## src/rtl/vga_host_writer.sv

```systemverilog
// vga_host_writer: buffered host-bus master in front of the text-mode VGA
// controller. System bytes are queued in a FIFO and replayed one per host_cs
// strobe while the controller reports host_busy = 0.
// Optional feature: define HOST_WR_OVF_EN to add the sticky `ovf` flag/port.
module vga_host_writer #(
  parameter int unsigned FIFO_DEPTH = 16,
  parameter int unsigned SETUP_LEN  = 2,
  parameter int unsigned STROBE_LEN = 4
) (
  input  logic                          gen,
  input  logic                          host_reset,
  input  logic                          in_valid,
  output logic                          in_ready,
  input  logic                          in_ad,
  input  logic [7:0]                    in_data,
  input  logic                          host_busy,
  output logic                          host_cs,
  output logic                          host_ad,
  output logic [7:0]                    host_data,
  output logic [$clog2(FIFO_DEPTH):0]   fifo_level,
  output logic                          idle
`ifdef HOST_WR_OVF_EN
  ,
  output logic                          ovf
`endif
);

  localparam int unsigned PW      = $clog2(FIFO_DEPTH);
  localparam int unsigned CNT_MAX = (SETUP_LEN > STROBE_LEN) ? SETUP_LEN : STROBE_LEN;
  localparam int unsigned CW      = (CNT_MAX > 1) ? $clog2(CNT_MAX) : 1;

  typedef enum logic [2:0] {
    S_IDLE,
    S_SETUP,
    S_STROBE,
    S_STALL,
    S_HOLD
  } state_t;

  state_t          state, state_next;
  logic [CW-1:0]   cnt, cnt_next;
  logic            busy_q;
  logic            load;
  logic            cs_next;

  logic [8:0]      mem [FIFO_DEPTH];
  logic [PW-1:0]   wr_ptr, rd_ptr;
  logic [PW:0]     level_next;
  logic            push, pop;
  logic [8:0]      head;

  assign in_ready = (fifo_level != (PW+1)'(FIFO_DEPTH));
  assign push     = in_valid && in_ready;
  assign pop      = (state == S_HOLD);
  assign head     = mem[rd_ptr];

  // Register host_busy once; the controller changes it on the falling edge.
  always_ff @(posedge gen or posedge host_reset) begin
    if (host_reset) busy_q <= 1'b0;
    else            busy_q <= host_busy;
  end

  // FIFO storage; contents need no reset since level/pointers gate access.
  always_ff @(posedge gen) begin
    if (push) mem[wr_ptr] <= {in_ad, in_data};
  end

  // Next FIFO occupancy; a full FIFO refuses pushes even when popping.
  always_comb begin
    level_next = fifo_level;
    if (push && !pop)      level_next = fifo_level + (PW+1)'(1);
    else if (pop && !push) level_next = fifo_level - (PW+1)'(1);
  end

  // FIFO pointers and level.
  always_ff @(posedge gen or posedge host_reset) begin
    if (host_reset) begin
      wr_ptr     <= '0;
      rd_ptr     <= '0;
      fifo_level <= '0;
    end else begin
      if (push) wr_ptr <= wr_ptr + PW'(1);
      if (pop)  rd_ptr <= rd_ptr + PW'(1);
      fifo_level <= level_next;
    end
  end

  // Strobe sequencer: next state, counter, head load and strobe level.
  always_comb begin
    state_next = state;
    cnt_next   = cnt;
    load       = 1'b0;
    unique case (state)
      S_IDLE: begin
        if (fifo_level != '0 && !busy_q) begin
          state_next = S_SETUP;
          cnt_next   = '0;
          load       = 1'b1;
        end
      end
      S_SETUP: begin
        if (busy_q) begin
          state_next = S_IDLE;
        end else if (cnt == CW'(SETUP_LEN - 1)) begin
          state_next = S_STROBE;
          cnt_next   = '0;
        end else begin
          cnt_next = cnt + CW'(1);
        end
      end
      S_STROBE: begin
        if (busy_q) begin
          state_next = S_STALL;
        end else if (cnt == CW'(STROBE_LEN - 1)) begin
          state_next = S_HOLD;
        end else begin
          cnt_next = cnt + CW'(1);
        end
      end
      S_STALL: begin
        // A stalled strobe restarts with a full count so the low width
        // before the rising edge is always STROBE_LEN busy-free cycles.
        if (!busy_q) begin
          state_next = S_STROBE;
          cnt_next   = '0;
        end
      end
      S_HOLD: begin
        state_next = S_IDLE;
      end
      default: begin
        state_next = S_IDLE;
      end
    endcase
    cs_next = !(state_next == S_STROBE || state_next == S_STALL);
  end

  // Sequencer state and registered bus outputs.
  always_ff @(posedge gen or posedge host_reset) begin
    if (host_reset) begin
      state     <= S_IDLE;
      cnt       <= '0;
      host_cs   <= 1'b1;
      host_ad   <= 1'b0;
      host_data <= '0;
      idle      <= 1'b1;
    end else begin
      state   <= state_next;
      cnt     <= cnt_next;
      host_cs <= cs_next;
      idle    <= (state_next == S_IDLE) && (level_next == '0);
      if (load) begin
        host_ad   <= head[8];
        host_data <= head[7:0];
      end
    end
  end

`ifdef HOST_WR_OVF_EN
  // Sticky overflow: any offered byte while the FIFO is full.
  always_ff @(posedge gen or posedge host_reset) begin
    if (host_reset)                ovf <= 1'b0;
    else if (in_valid && !in_ready) ovf <= 1'b1;
  end
`endif

endmodule

```

## config.mk

```make
export PLATFORM = sky130hd
export DESIGN_NAME = vga_host_writer
export DESIGN_NICKNAME = d
export VERILOG_FILES = /design/src/rtl/vga_host_writer.sv
export SDC_FILE = /design/constraint.sdc
export NUM_CORES = 1
export LEC_CHECK = 0
export ABC_CLOCK_PERIOD_IN_PS = 4750
export CAP_MARGIN = 10
export CORE_ASPECT_RATIO = 0.5
export CORE_MARGIN = 8
export CORE_UTILIZATION = 52
export CTS_BUF_LIST = sky130_fd_sc_hd__clkbuf_8
export CTS_CLUSTER_DIAMETER = 50
export DETAILED_ROUTE_END_ITERATION = 10
export GPL_TIMING_DRIVEN = 0
export PLACE_DENSITY = 0.7
export SLEW_MARGIN = 0
export SYNTH_ARGS = -nofsm -noshare
export SYNTH_HDL_FRONTEND = slang
export SYNTH_SLANG_ARGS = --single-unit
```

## constraint.sdc

```tcl
create_clock -name gen -period 4.75 [get_ports gen]
set_clock_uncertainty 0.15 [all_clocks]
set_input_delay 0.95 -clock gen [delete_from_list [all_inputs] [get_ports gen]]
set_output_delay 0.95 -clock gen [all_outputs]
set_load 0.05 [all_outputs]
```

==> impl_metrics.csv, run 1 <==
group,metric,value,unit
worst_setup_path,timing.critical_path.fanout_max,6,
floorplan,die-area,17700,µm²
floorplan,chipWidth,180,µm
clock_network,ctsResizeCount,0,
global_route,grt_first_pass_wirelength,21.3,mm
place,place_ws,0.843,ns
worst_setup_path,timing.setup.critical_path_class,"flip-flop to output port",
drt,ant_nets,0,
place,port-buffer-count,29,
sta,finalMaxSlewViolations,0,
global_route,grt_max_degree,31,
clock_network,tritoncts_buffers,17,
clock_network,cts.root.buffer_cell,"sky130_fd_sc_hd__clkbuf_8",
final_layout,fill_cells,985,
synthesis,synth_nets,413,
sta,finalHoldWorstSlack,0.338,ns
drt,drt_pass1_iterations,5,
sta,setup_slack,1.15,ns
drt,route.layer.met1.wl,6.17,mm
power_and_ir_drop,fin_total_pwr,3.95,mW
power_and_ir_drop,clkPwrFrac,0.264,
status,outcome,"finished clean",
final_layout,num_antenna_cells,0,
place,detailed_placement_hpwl,8.95,mm
synthesis,synth-async-reset-ratio,0.172,
power_and_ir_drop,total_switching_power,1.31,mW
worst_setup_path,critical_path.slowest_cell,"sky130_fd_sc_hd__clkdlybuf4s50_1",
power_and_ir_drop,netSwitchingFraction,0.331,
synthesis,synth_area_leaders,"sky130_fd_sc_hd__edfxtp_1 (62%), sky130_fd_sc_hd__mux4_2 (12%), sky130_fd_sc_hd__dfrtp_1 (10%)",
worst_setup_path,startpoint_type,"flip-flop",
worst_setup_path,regToRegSetupSlack,1.55,ns
drt,drt_initial_violations,264,
worst_setup_path,crit_arrival,2.50,ns
sta,maxClockFrequency,278,MHz
hold_path,hold_path.class,"flip-flop to flip-flop",
synthesis,edff_count_synth,144,
synthesis,synth_ff_type,"sky130_fd_sc_hd__edfxtp_1",
sta,rsz0062_at_grt,"no",
worst_setup_path,end_kind,"output port",
sta,tcrit_tclk_final,0.757,
synthesis,synth.cell_area,7020,µm²
sta,final_period_minus_worst_setup_slack,3.60,ns
drt,drcViolationCount,0,
floorplan,ioPinCount,30,
power_and_ir_drop,internal_power,2.64,mW
clock_network,postCtsSetupBuffers,0,
final_layout,area_delta_synth_final,13.8,%
drt,post_drt_via_cell_ratio,5.78,
sta,accumulated_negative_setup_slack,0,ns
global_route,grt-ovfl-total,0,
clock_network,clock_tree.htree_level_count,4,
floorplan,initial_utilization,0.526,
synthesis,ys_seq_area_frac,0.723,
global_route,groute.usage.overall,0.163,
synthesis,synth-warning-count,0,
sta,final_hold_viol_count,0,
global_route,number_of_global_route_vias_before_repair,3671,
final_layout,fin_util,0.598,
power_and_ir_drop,share_comb_of_total_power,0.236,
clock_network,worst_skew_pair.late_latency,0.46,ns
drt,detailroute.via_count,3644,
floorplan,core_area,13400,µm²
drt,wl_met2,6.64,mm
sta,worst_pin_slew,0.920,ns
worst_setup_path,cell_chain_critical_path,"inv_1 > ha_1 > and4bb_2 > inv_1 > clkdlybuf4s50_1",
synthesis,synthDistinctLibCells,44,
final_layout,final_net_count,464,
drt,drt-total-wl,14.0,mm
synthesis,synth_top_cell_area_share,0.616,
clock_network,clockBufferDepth,2,
clock_network,worst_setup_hold_path_clk_slew,0.10,ns
final_layout,mostFrequentLayoutCell,"sky130_fd_sc_hd__edfxtp_1",
drt,top_signal_layer_used,"met4",
final_layout,layout-drive-gt1-share,0.198,
run,max-cap-violations,0,
final_layout,layout_common_cells,"sky130_fd_sc_hd__edfxtp_1 (144), sky130_fd_sc_hd__mux4_2 (36), sky130_fd_sc_hd__clkdlybuf4s50_1 (29), sky130_fd_sc_hd__dfrtp_1 (28), sky130_fd_sc_hd__nand2_1 (20)",
worst_setup_path,timing.critical_path.required,3.65,ns
drt,wire_per_inst,22.2,µm
drt,dr_wl_met3,1.05,mm
worst_setup_path,max_stage_delay,0.84,ns
power_and_ir_drop,peakVddDrop,0.199,mV
synthesis,ys_seq_elements,174,
worst_setup_path,path_common_cell,"sky130_fd_sc_hd__inv_1",
synthesis,per_instance_average_area_after_synthesis,18.0,µm²
sta,finalSetupViolCount,0,
synthesis,yosys.area.top_type,"sky130_fd_sc_hd__edfxtp_1",
clock_network,cts-hold-fix-buffers,0,
global_route,grt_antenna_before_repair,0,
floorplan,rows,30,
floorplan,die_h,98.2,µm
power_and_ir_drop,sequentialPowerShare,0.500,
power_and_ir_drop,power.density,495,nW/µm²
place,finalWeightedCongestion,0.810,
sta,worst_slew_margin_rel,0.384,
power_and_ir_drop,power_leakage,2.64,nW
clock_network,clock_tree_from_tritoncts,"built",
clock_network,clock_sinks,174,
synthesis,postSynthCellCount,390,
[synth_stat cells (5+ instances only)]
library cell	count
sky130_fd_sc_hd__nor3_1	6
sky130_fd_sc_hd__edfxtp_1	144
sky130_fd_sc_hd__inv_1	12
sky130_fd_sc_hd__o21ai_0	14
sky130_fd_sc_hd__buf_1	6
sky130_fd_sc_hd__a22o_1	9
sky130_fd_sc_hd__xnor2_1	8
sky130_fd_sc_hd__a221oi_1	9
sky130_fd_sc_hd__ha_1	10
sky130_fd_sc_hd__dfrtp_1	28
sky130_fd_sc_hd__buf_2	5
sky130_fd_sc_hd__clkbuf_1	6
sky130_fd_sc_hd__mux4_2	36
sky130_fd_sc_hd__a21oi_1	5
sky130_fd_sc_hd__nand2_1	20
sky130_fd_sc_hd__nor2_1	19
[metal layers]
| layer | vias to the layer above | track usage |
|---|---|---|
| li1 | 1652 | - |
| met1 | 1875 | 0.222 |
| met2 | 109 | 0.250 |
| met4 | 0 | 0.0486 |
| met3 | 8 | 0.0515 |
| met5 | - | 0 |
[stage by stage]
step                area [µm²]  std cells
floorplan                 7020        390
global placement          7530        595
detailed placement        7560        597
CTS                       7960        629
global route              7990        630
finish                    7990        630
[path summary, 6_finish.rpt]
path / from / endpoint / cells past startpoint
worst max-delay path: fifo_level[0]$_DFF_PP0_ / in_ready / 5
worst min-delay path: host_ad$_DFFE_PP0P_ / host_ad$_DFFE_PP0P_ / 2
worst max register to register: fifo_level[0]$_DFF_PP0_ / mem[15][7]$_DFFE_PP_ / 6
worst min register to register: host_ad$_DFFE_PP0P_ / host_ad$_DFFE_PP0P_ / 2
max in group asynchronous: host_reset / host_cs$_DFF_PP1_ / 3
min in group asynchronous: host_reset / state[2]$_DFF_PP0_ / 2
[critical path, delay by kind of cell (launching register included)]
family	cells	cell delay, ns
flip-flops	1	0.48
buffers and inverters	3	1.07
AND/OR/NAND/NOR	1	0.26
adder cells (fa/ha/maj)	1	0.23
[layout make-up]
cell class | instances | area [µm²] | share of cell area
well taps | 176 | 220 | 0.0276
clock inverters | 15 | 171 | 0.0215
plain buffers | 19 | 92.6 | 0.0116
inverters | 12 | 45.0 | 0.00564
flip-flops and latches | 174 | 5080 | 0.636
clock buffers | 17 | 234 | 0.0293
repair buffers | 32 | 330 | 0.0413
multi-input cells | 185 | 1820 | 0.228
[cells by family after synthesis]
logic type / count (synthesis) / share of synthesized area
xor+xnor: 9 / 0.0112
buf+inv: 31 / 0.0196
mux: 40 / 0.122
compound gates: 47 / 0.0458
simple gates: 79 / 0.0608
flops: 174 / 0.723
fa+ha+maj: 10 / 0.0178
[power by group through the flow]
stage / sequential (mW) / combinational (mW) / clock (mW)
finish: 1.98 / 0.933 / 1.04
detailed placement: 2.01 / 0.935 / 0
floorplan: 2.20 / 0.429 / 0
global route: 2.00 / 1.01 / 1.12
CTS: 1.98 / 0.939 / 1.05
global placement: 2.00 / 0.913 / 0
[sequential cells by signal, summed over array words and instances, names as in the netlist]
| register | cells |
|---|---|
| wr_ptr | 4 |
| cnt | 2 |
| host_data | 8 |
| rd_ptr | 4 |
| idle | 1 |
| fifo_level | 5 |
| host_cs | 1 |
| busy_q | 1 |
| mem | 144 |
| state | 3 |
| host_ad | 1 |
(Power assumes the default switching activity.)
==> run 2: changes to the inputs <==
ABC_CLOCK_PERIOD_IN_PS = 3700   (was 4750)
clock period = 3.7 ns   (was 4.75 ns; I/O delays follow)
==> results of run 2 <==
The final DEF is identical to that of run 1. Status: finished clean.
Main changes from that run: setup slack after placement 0.843 ns -> 0.00285 ns; setup slack after layout 1.15 ns -> 0.313 ns; register-to-register setup slack 1.55 ns -> 0.50 ns; total power 3.95 mW -> 5.07 mW; worst IR drop on VDD 0.199 mV -> 0.255 mV
